[config.mk]
export PLATFORM = sky130hd
export DESIGN_NAME = display_channel_scheduler
export DESIGN_NICKNAME = d
export VERILOG_FILES = /design/src/rtl/display_channel_scheduler.sv
export SDC_FILE = /design/constraint.sdc
export NUM_CORES = 1
export LEC_CHECK = 0
export CORE_ASPECT_RATIO = 1.2
export CORE_MARGIN = 2
export CORE_UTILIZATION = 48
export DETAILED_ROUTE_END_ITERATION = 8
export GPL_TIMING_DRIVEN = 0
export MAX_ROUTING_LAYER = met4
export PLACE_DENSITY = 0.84
export SYNTH_ARGS = -nofsm -noshare
export SYNTH_HDL_FRONTEND = slang
export SYNTH_SLANG_ARGS = --single-unit
[constraint.sdc]
create_clock -name clk_i -period 2.3 [get_ports clk_i]
set_input_delay 0.575 -clock clk_i [delete_from_list [all_inputs] [get_ports clk_i]]
set_output_delay 0.575 -clock clk_i [all_outputs]
set_load 0.005 [all_outputs]
[src/rtl/display_channel_scheduler.sv]
// Round-robin fetch of one signed reading per enabled sensor channel, held on data_o
// for a dwell period.  States: IDLE wait for any enable | REQ fetch ch_idx | SHOW dwell | NEXT pick channel.
module display_channel_scheduler #(
    parameter int NUM_CH         = 4,
    parameter int DWELL_CYCLES   = 1000,
    parameter int TIMEOUT_CYCLES = 64
) (
    input  logic                clk_i,
    input  logic                rst_ni,
    input  logic [NUM_CH-1:0]   en_i,
    input  logic [NUM_CH-1:0]   ch_valid_i,
    input  logic [8*NUM_CH-1:0] ch_data_i,
    input  logic                skip_i,
    output logic [NUM_CH-1:0]   ch_ready_o,
    output logic [7:0]          data_o,
    output logic                data_valid_o,
    output logic [1:0]          ch_idx_o,
    output logic [NUM_CH-1:0]   err_o
);

    localparam int DW = (DWELL_CYCLES > 1) ? $clog2(DWELL_CYCLES) : 1;
    localparam int TW = (TIMEOUT_CYCLES > 1) ? $clog2(TIMEOUT_CYCLES) : 1;
    localparam logic [DW-1:0] DWELL_TC = DW'(DWELL_CYCLES - 1);
    localparam logic [TW-1:0] TMO_TC   = TW'(TIMEOUT_CYCLES - 1);

    typedef enum logic [1:0] {S_IDLE, S_REQ, S_SHOW, S_NEXT} state_t;

    state_t            state_q, state_d;
    logic [1:0]        idx_q, idx_d;
    logic [NUM_CH-1:0] ready_q, ready_d;
    logic [7:0]        data_q, data_d;
    logic              dvalid_q, dvalid_d;
    logic [NUM_CH-1:0] err_q, err_d;
    logic [DW-1:0]     dwell_q, dwell_d;
    logic [TW-1:0]     tmo_q, tmo_d;

    logic [NUM_CH-1:0] cur_oh;
    logic [7:0]        sel_data;
    logic              sel_en;
    logic              xfer;
    logic [1:0]        first_idx;
    logic [1:0]        next_idx;
    logic              next_found;

    function automatic logic [NUM_CH-1:0] onehot(input logic [1:0] i);
        logic [NUM_CH-1:0] v;
        v = '0;
        for (int c = 0; c < NUM_CH; c++) begin
            if (i == 2'(c)) v[c] = 1'b1;
        end
        return v;
    endfunction

    always_comb begin
        cur_oh   = onehot(idx_q);
        sel_en   = |(en_i & cur_oh);
        xfer     = |(ready_q & ch_valid_i);
        sel_data = '0;
        for (int c = 0; c < NUM_CH; c++) begin
            if (cur_oh[c]) sel_data = ch_data_i[8*c +: 8];
        end
    end

    // Lowest enabled channel from IDLE; otherwise search upward from the current one, current last.
    always_comb begin
        first_idx  = '0;
        next_idx   = idx_q;
        next_found = 1'b0;
        for (int c = NUM_CH - 1; c >= 0; c--) begin
            if (en_i[c]) first_idx = 2'(c);
        end
        for (int off = 1; off <= NUM_CH; off++) begin
            for (int c = 0; c < NUM_CH; c++) begin
                if (!next_found && en_i[c] && (c == (int'(idx_q) + off) % NUM_CH)) begin
                    next_found = 1'b1;
                    next_idx   = 2'(c);
                end
            end
        end
    end

    always_comb begin
        state_d  = state_q;
        idx_d    = idx_q;
        ready_d  = ready_q;
        data_d   = data_q;
        dvalid_d = dvalid_q;
        err_d    = err_q;
        dwell_d  = dwell_q;
        tmo_d    = tmo_q;
        unique case (state_q)
            S_IDLE: begin
                if (|en_i) begin
                    idx_d   = first_idx;
                    ready_d = onehot(first_idx);
                    tmo_d   = '0;
                    state_d = S_REQ;
                end
            end
            S_REQ: begin
                if (!sel_en) begin
                    ready_d = '0;
                    state_d = S_NEXT;
                end else if (xfer) begin
                    data_d   = sel_data;
                    err_d    = err_q & ~cur_oh;
                    dvalid_d = 1'b1;
                    ready_d  = '0;
                    dwell_d  = '0;
                    state_d  = S_SHOW;
                end else if (tmo_q == TMO_TC) begin
                    err_d   = err_q | cur_oh;
                    ready_d = '0;
                    state_d = S_NEXT;
                end else begin
                    tmo_d = tmo_q + 1'b1;
                end
            end
            S_SHOW: begin
                if (skip_i || (dwell_q == DWELL_TC)) begin
                    dvalid_d = 1'b0;
                    state_d  = S_NEXT;
                end else begin
                    dwell_d = dwell_q + 1'b1;
                end
            end
            S_NEXT: begin
                if (next_found) begin
                    idx_d   = next_idx;
                    ready_d = onehot(next_idx);
                    tmo_d   = '0;
                    state_d = S_REQ;
                end else begin
                    state_d = S_IDLE;
                end
            end
            default: state_d = S_IDLE;
        endcase
    end

    always_ff @(posedge clk_i) begin
        if (rst_ni) begin
            state_q  <= S_IDLE;
            idx_q    <= '0;
            ready_q  <= '0;
            data_q   <= 8'h00;
            dvalid_q <= 1'b0;
            err_q    <= '0;
            dwell_q  <= '0;
            tmo_q    <= '0;
        end else begin
            state_q  <= state_d;
            idx_q    <= idx_d;
            ready_q  <= ready_d;
            data_q   <= data_d;
            dvalid_q <= dvalid_d;
            err_q    <= err_d;
            dwell_q  <= dwell_d;
            tmo_q    <= tmo_d;
        end
    end

    assign ch_ready_o   = ready_q;
    assign data_o       = data_q;
    assign data_valid_o = dvalid_q;
    assign ch_idx_o     = idx_q;
    assign err_o        = err_q;

endmodule

### Word level (Yosys, flattened, before mapping)

Cells that the tools add are included.

| word-level totals | value |
|---|---|
| bits in registers | 37 |
| latch bits | 0 |
| memory bits (writable) | 0 |
| ROM bits | 0 |
| input bits | 43 |
| word-level logic and storage cells | 216 |
| memories | 0 |

| cells by class | value |
|---|---|
| $add $sub $neg | 6 |
| multipliers | 0 |
| div/mod/pow operators | 0 |
| order comparisons | 0 |
| eq/ne operators | 35 |
| shift-type cells | 0 |
| mux-type cells | 84 |
| bitwise operators | 9 |
| reductions and logical operators | 74 |

Operator list:

| kind | count |
|---|---|
| zero test 32 bit | 4 |
| 2-to-1 mux 2 bit | 27 |
| 2-to-1 mux 1 bit | 32 |
| 2-to-1 mux 8 bit | 4 |
| logical AND 1 bit | 31 |
| 2-to-1 mux 10 bit | 3 |
| 2-to-1 mux 6 bit | 5 |
| 2-to-1 mux 4 bit | 7 |
| equality test 3 bit (first input constant) | 8 |
| case mux 10 bit (2 select lines) | 1 |
| case mux 6 bit (3 select lines) | 1 |
| equality test 2 bit (second input constant) | 8 |
| != test 2 bit (second input constant) | 8 |
| zero test 1 bit | 15 |
| AND 4 bit | 3 |
| equality test 2 x 3 -> 1 bit (first input constant) | 4 |
| case mux 4 bit (3 select lines) | 1 |
| AND reduction 3 bit | 4 |
| AND reduction 4 bit | 3 |
| OR reduction 4 bit | 3 |
| adder 10 x 1 -> 10 bit (second input constant) | 1 |
| equality test 10 bit (second input constant) | 1 |
| equality test 2 x 1 -> 1 bit (second input constant) | 4 |
| zero test 2 bit | 4 |
| 16 further kinds | 26 |

### Logic depth before layout (Yosys ltp)

Gate-level depths: netlist (run 1).

| depth | value |
|---|---|
| word-level depth | 70 |
| gate-level depth with buffers | 8 |
| depth with buffers taken out | 7 |

### Least setup slack after synthesis (run 1)

OpenSTA, ideal clock, no wires.

| timing | value |
|---|---|
| path kind | input to register |
| start point | input port ch_valid_i[2] |
| end point | register tmo_q[4] |
| setup time | 74 ps |
| data arrival time | 2011 ps |
| setup slack | 215 ps |
| stages | 5 |
| path buffers | 0 |
| cells stage by stage | a22o_1 > a211oi_2 > nand2_1 > or4_1 > a31oi_1 |

| between the ends | value |
|---|---|
| cells in the longest elaborated chain, start to end | 4 |

RTL lines:

| element | RTL line | text |
|---|---|---|
| start: declaration | 11 | `input logic [NUM_CH-1:0] ch_valid_i,` |
| AND 4 bit | 57 | `xfer = \|(ready_q & ch_valid_i);` |
| OR reduction 4 bit | 57 |  |
| != test 2 bit (no source line) | -- |  |
| AND reduction 6 bit (no source line) | -- |  |
| end signal: assignment | 159 | `tmo_q <= tmo_d;` |
| end: declaration | 35 | `logic [TW-1:0] tmo_q, tmo_d;` |

No other way between the ends.
A chain may end at the register's enable or synchronous reset.

### Worst setup path in the final report (run 1)

| timing | value |
|---|---|
| start point | input port ch_valid_i[2] |
| end point | register dwell_q[7] |

| between the ends | value |
|---|---|
| cells in the longest elaborated chain, start to end | 4 |

RTL lines:

| element | RTL line | text |
|---|---|---|
| AND 4 bit | 57 |  |
| OR reduction 4 bit | 57 |  |
| != test 2 bit (no source line) | -- |  |
| AND reduction 4 bit (no source line) | -- |  |
| end signal: assignment | 158 | `dwell_q <= dwell_d;` |
| end: declaration | 34 | `logic [DW-1:0] dwell_q, dwell_d;` |

No other way between the ends.

==> results of run 1 <==
==> stage by stage <==
stage | setup WS, ns | hold slack, ns | cells | total power [mW]
2_1_floorplan | 0.215 | 0.448 | 244 | 1.63
3_3_place_gp | -0.524 | 0.461 | 361 | 1.98
3_5_place_dp | -0.573 | 0.479 | 361 | 2.01
4_1_cts | 0.00378 | 0.488 | 371 | 2.53
5_1_grt | 0.00717 | 0.508 | 371 | 2.71
6_report | 0.0952 | 0.482 | 371 | 2.54
==> per-layer routing <==
layer  wire, um  vias to the layer above  GRT usage
li1           -                     1072          -
met3        355                        8     0.0616
met2       2960                       70      0.407
met4         80                        0     0.0750
met5          0                        -          -
met1       2310                     1052      0.282
==> timing repair <==
| item | CTS | global route |
|---|---|---|
| setup endpoints to repair | 25 | 12 |
| pin swaps | 2 | 0 |
| setup buffers | 2 | 0 |
| resized for setup | 10 | 4 |
==> tightest hold or removal path, cell delays in order, from the launching register on <==
cell,delay (ns)
dfxtp_1,0.32
o31ai_1,0.06
a21oi_1,0.06
==> cells in the mapped netlist (4+ instances only) <==
| master | n |
|---|---|
| a21oi_1 | 21 |
| o211ai_1 | 4 |
| dfxtp_1 | 37 |
| nand3_1 | 7 |
| or3_1 | 7 |
| a211oi_1 | 7 |
| ha_1 | 7 |
| nand2_1 | 14 |
| mux2i_1 | 10 |
| o21ai_0 | 16 |
| clkbuf_1 | 5 |
| nor2_1 | 24 |
| o41ai_1 | 4 |
| inv_1 | 10 |
| a31oi_1 | 5 |
| or4_1 | 7 |
| mux4_2 | 7 |
| nor2b_1 | 4 |
==> cells in the final DEF (no fill, tap or decap), types with 2 or more instances in the layout <==
cell type        instances
a211oi_1                 7
a21oi_1                 21
a31oi_1                  5
and2_1                   2
and3_1                   3
and4_1                   2
buf_4                    4
clkbuf_1                 8
clkbuf_8                 5
clkdlybuf4s50_1         57
dfxtp_1                 37
dlygate4sd2_1            3
ha_1                     6
inv_1                   10
mux2i_1                 10
mux4_1                   2
mux4_2                   7
nand2_1                 14
nand2b_1                 3
nand3_1                  7
nand3b_1                 3
nor2_1                  24
nor2b_1                  4
o211ai_1                 4
o21a_1                   2
o21ai_0                 16
o31ai_1                  2
o41ai_1                  4
or2b_1                   2
or3_1                    7
or4_1                    7
==> cell type report <==
type                    instances  area (um2)  share of cell area
plain buffers                  10        58.8              0.0195
flip-flops and latches         37         741               0.245
inverters                      10        37.5              0.0124
multi-input cells             187        1410               0.466
well taps                      56        70.1              0.0232
repair buffers                 63         624               0.207
clock buffers                   8        80.1              0.0265
==> kinds of logic after synthesis <==
logic type      Yosys count
compound gates           79
xor+xnor                  1
fa+ha+maj                 7
buf+inv                  20
flops                    37
mux                      19
simple gates             81
==> power by group <==
group / leakage (nW) / internal (mW) / switching [mW]
registers: 0.300 / 0.726 / 0.0720
logic: 0.714 / 0.590 / 0.704
clock network: 0.0395 / 0.215 / 0.234
total: 1.05 / 1.53 / 1.01
==> worst min path at each step <==
stage	from	to	slack (ns)
2_1_floorplan	dwell_q[8]	dwell_q[8]	0.45
3_3_place_gp	dwell_q[8]	dwell_q[8]	0.46
3_5_place_dp	dwell_q[8]	dwell_q[8]	0.48
4_1_cts	dwell_q[8]	dwell_q[8]	0.49
5_1_grt	dwell_q[8]	dwell_q[8]	0.51
6_report	dwell_q[8]	dwell_q[8]	0.48
==> reports/qor.yml, run 1 <==
outcome:
  outcome: "completed"
synth:
  synth_top_cell_by_area: "dfxtp_1"
  ys_async_sr_fraction: 0
  synth_top_family_by_area: "compound AO/OA/AOI/OAI gates"
  synthAdderAreaFrac: 0.0399
  postSynthAreaPerCell_um2: 9.00
  synth-compound-area-share: 0.243
  synthTopCellsByArea: "dfxtp_1 34%, mux4_2 7.2%, a21oi_1 4.8%"
  ys.flop_type: "dfxtp_1"
  synth_cells: 244
  synth-edff-count: 0
  synth.top_cell.area_share: 0.337
  netlist_area_um2: 2200
  syn_nets: 294
  ys_types: 51
  yosysWarnings: 0
  ys_ff_latch: 37
  seq_area_frac_synth: 0.337
  synthMuxAreaShare: 0.141
  synth-xor-area-share: 0.00399
  synth-simple-area-share: 0.193
clock_tree:
  clk_latency_ns: 0.30
  htreeDepth: 2
  clock_sinks: 37
  cts-root-buf: "clkbuf_8"
  clock_tree.buffer_depth: 2
  hold_buffers: 0
  clk_pin_slew_worst_paths_ns: 0.07
  cts_tree: "built"
  cts_made_buffers: 5
global_routing:
  grt_pass1_wl_mm: 9.58
  antenna_found_initial: 0
  grt_use_total: 0.242
  grt_pass1_vias: 2120
  grt_max_degree: 11
  grt_overflow: 0
layout:
  antennaDiodeCount: 0
  fill_cells: 340
  nNetsFinal: 364
  area_delta_synth_final_pct: 37.5
  final_util: 0.698
  drive_gt1_frac: 0.0889
  final_area_um2: 3020
floorplan:
  die_x_um: 65.7
  initial_core_util: 0.508
  io_pins: 62
  core_um2: 4330
  rows: 26
  fp.dieH_um: 78.1
  die_area_um2: 5130
critical_path:
  cp.depth: 6
  endpoint: "dwell_q[7]"
  ff2ff_setup_slack_ns: 0.13
  timing.rr.start: "state_q[0]"
  path_class: "in -> reg"
  critical_path_buf_inv_count: 1
  r2r_cells: 7
  worst-endpoint-required_ns: 2.53
  critical-path-top-delay-family: "compound AO/OA/AOI/OAI gates"
  end_kind: "flop"
  arrival_ns: 2.44
  path_cells: "clkdlybuf4s50_1 > a22o_1 > o21ai_4 > a22o_4 > or4_1 > a21oi_1"
  crit_path_max_incr_delay_ns: 0.51
  crit_start: "ch_valid_i[2]"
  cpMaxStageDelayCell: "or4_1"
  start_kind: "input pin"
  critPathMaxFanout: 9
  reg2reg_to: "dwell_q[7]"
routing:
  viasPerCell: 5.94
  ant_nets: 0
  wl_per_cell_um: 15.4
  dr.pass1.iters: 4
  drc: 0
  num_vias: 2202
  drtIter0Drc: 105
  wirelength_mm: 5.70
timing:
  tightest_slew_ns: 0.628
  setup_violations: 0
  fin_crit_ns: 2.20
  clock_skew_ns: 0.00541
  max_freq_ghz: 0.454
  rsz0062_at_grt: "no"
  tns_ns: 0
  maxSlewHeadroom: 0.577
  slew_violations: 0
  finalHoldViolations: 0
  fin_crit_sh: 0.959
placed_design:
  portBuffers: 61
  gp_congestion: 0.869
  place_hpwl_mm: 4.29
  place_area_um2: 2880
min_path:
  hold_depth: 2
  hp-class: "reg -> reg"
power_and_ir_drop:
  ir_drop_v: 0.000635
  total_leakage_power_nw: 1.05
  p_per_area_nw_per_um2: 842
run:
  maxCapViolations: 0
Power figures use the tool's default switching activity.
==> inputs of run 2 (changes only) <==
- CORE_ASPECT_RATIO: 1.2 -> default
==> reports/qor.yml, run 2 (synthesized netlist as in run 1, its figures left out) <==
power_and_ir_drop:
  internal_power_mw: 1.55  # +0.98%
  netSwitchingFraction: 0.393  # -0.00462
  ir_drop_v: 0.000479  # -25%
  total_leakage_power_nw: 1.06  # +0.19%
  pwr-share-clk: 0.182  # +0.005
  p_sw_mw: 1.00  # -0.95%
  p_comb_frac: 0.506  # -0.003
  p_seq_frac: 0.313  # about the same
  p_per_area_nw_per_um2: 846  # +0.47%
routing:
  ant_nets: 0  # unchanged
  drc: 0  # unchanged
  met1_length_mm: 2.34  # +1.4%
  dr.pass1.iters: 4  # unchanged
  num_vias: 2182  # -0.91%
  wl_met3_um: 227  # -36%
  top_layer: "met4"
  dr_wl_met2_mm: 2.95  # -0.17%
  wl_per_cell_um: 15.4  # +0.37%
  drtIter0Drc: 131  # +25%
  wirelength_mm: 5.65  # -0.98%
  viasPerCell: 5.96  # +0.45%
layout:
  seq_area_um2: 741  # unchanged
  area_delta_synth_final_pct: 37.2
  nNetsFinal: 364  # unchanged
  final_common_cell: "clkdlybuf4s50_1"
  antennaDiodeCount: 0  # unchanged
  fill_cells: 342  # +0.59%
  multi_input_area_um2: 1400  # -0.62%
  drive_gt1_frac: 0.0924  # +0.00347
  final_area_um2: 3010  # -0.25%
  layout_common_cells: "57 x clkdlybuf4s50_1, 37 x dfxtp_1, 23 x nor2_1"
min_path:
  hp-class: "reg -> reg"
  hp-start: "dwell_q[8]"
  min_to: "dwell_q[8]"
  hold_depth: 2  # unchanged
timing:
  fin_crit_sh: 0.969  # +0.0102
  tightest_slew_ns: 0.603  # -0.0256 ns
  tns_ns: 0  # unchanged
  maxSlewHeadroom: 0.595  # +0.0172
  max_freq_ghz: 0.449  # -1.1%
  slew_violations: 0  # unchanged
  clock_skew_ns: 0.00233  # -0.00308 ns
  finalHoldViolations: 0  # unchanged
  setup_violations: 0  # unchanged
  fin_crit_ns: 2.23  # +0.0234 ns
floorplan:
  die_x_um: 71.6  # +9.0%
  initial_core_util: 0.501  # -0.00666
  io_pins: 62  # unchanged
  die_area_um2: 5130  # about the same
  core_um2: 4380  # +1.3%
  rows: 24  # -7.7%
  fp.dieH_um: 71.6  # -8.3%
critical_path:
  start_kind: "input pin"
  critical_path_buf_inv_count: 1  # unchanged
  reg2reg_to: "dwell_q[8]"
  crit_path_max_incr_delay_ns: 0.51  # about the same
  worst-endpoint-required_ns: 2.52  # about the same
  timing.rr.start: "state_q[0]"
  arrival_ns: 2.45  # about the same
  r2r_cells: 7  # unchanged
  path_class: "in -> reg"
  path_cells: "clkdlybuf4s50_1 > a22o_1 > o21ai_4 > a22o_4 > or4_1 > a21oi_1"
  cpMaxStageDelayCell: "or4_1"
  critPathMaxFanout: 9  # unchanged
  critical-path-top-delay-family: "compound AO/OA/AOI/OAI gates"
  ff2ff_setup_slack_ns: 0.12  # about the same
  end_kind: "flop"
placed_design:
  gp_congestion: 0.860  # -1.0%
  portBuffers: 61  # unchanged
  place_hpwl_mm: 4.13  # -3.7%
  place_area_um2: 2870  # -0.17%
clock_tree:
  clock_tree.buffer_depth: 2  # unchanged
  clk_latency_ns: 0.29  # about the same
  clk_pin_slew_worst_paths_ns: 0.07  # about the same
  clock_sinks: 37  # unchanged
  cts-root-buf: "clkbuf_8"
  htreeDepth: 2  # unchanged
  hold_buffers: 0  # unchanged
  cts_tree: "built"
  cts_made_buffers: 5  # unchanged
global_routing:
  grt_use_total: 0.235  # -0.00718
  grt_max_degree: 11  # unchanged
  grt_overflow: 0  # unchanged
  antenna_found_initial: 0  # unchanged
  grt_pass1_wl_mm: 9.32  # -2.8%
  grt_pass1_vias: 2088  # -1.5%
run:
  maxCapViolations: 0  # unchanged
outcome:
  outcome: "completed"
==> run 2: cell count changes in the layout (fill, tap and decap cells not counted), sizes merged <==
cell / change
buf: -2
clkbuf: +1
==> run 2: worst reg2reg max path: stages (launching register included) <==
cell	delay [ns]
dfxtp_1	0.34
inv_1	0.13
ha_2	0.23
or2b_1	0.23
a41o_1	0.26
a22o_4	0.27
or4_1	0.51
a21oi_1	0.15
==> run 2: through the flow <==
stage,utilization,hold slack [ns],setup WS (ns),power (mW),instances
after floorplan,-,0.448,0.215,1.63,244
after global placement,0.655,0.454,-0.547,1.98,357
after detailed placement,0.655,0.483,-0.574,2.01,357
after CTS,0.684,0.493,0.00413,2.53,366
after global routing,0.687,0.509,-0.000171,2.72,366
final,0.687,0.486,0.0718,2.55,366
==> run 2: final cells by class <==
type,instances,area share
Buffer,10,0.0195
Clock buffer,7,0.0287
Sequential cell,37,0.246
Inverter,10,0.0125
Multi-Input combinational cell,187,0.464
Timing Repair Buffer,63,0.207
Tap cell,52,0.0216
==> run 2: how the worst max path moves through the flow <==
stage | from | to | slack [ns] | cells after the start
floorplan | ch_valid_i[2] | tmo_q[4] | 0.21 | 5
global placement | en_i[0] | ch_ready_o[0] | -0.55 | 6
detailed placement | en_i[0] | ch_ready_o[0] | -0.57 | 6
CTS | en_i[2] | dwell_q[8] | 0.004 | 6
global route | ch_valid_i[0] | dwell_q[8] | -0.0002 | 6
finish | ch_valid_i[0] | dwell_q[8] | 0.07 | 6
==> run 2: what timing repair did <==
| action | 4_1_cts | 5_1_grt |
|---|---|---|
| setup endpoints to repair | 24 | 20 |
| gates resized for setup | 8 | 5 |
| buffers inserted | 2 | 0 |
| pin swaps | 1 | 1 |
==> run 2: metal layers <==
| layer | track usage | vias up |
|---|---|---|
| met1 | 0.260 | 1047 |
| met2 | 0.413 | 53 |
| li1 | - | 1071 |
| met3 | 0.0492 | 11 |
| met5 | - | - |
| met4 | 0.0922 | 0 |
==> run 2: power by group through the flow <==
| stage | registers (mW) | clock network [mW] | logic (mW) |
|---|---|---|---|
| 2_1_floorplan | 0.799 | 0 | 0.826 |
| 4_1_cts | 0.794 | 0.469 | 1.27 |
| 5_1_grt | 0.809 | 0.498 | 1.42 |
| 3_5_place_dp | 0.806 | 0 | 1.20 |
| 3_3_place_gp | 0.804 | 0 | 1.17 |
| 6_report | 0.796 | 0.463 | 1.29 |
==> inputs of run 3 (changes only) <==
- CAP_MARGIN: default -> 10
==> results of run 3 <==
The final DEF is identical to that of run 2; final timing and power are the same.
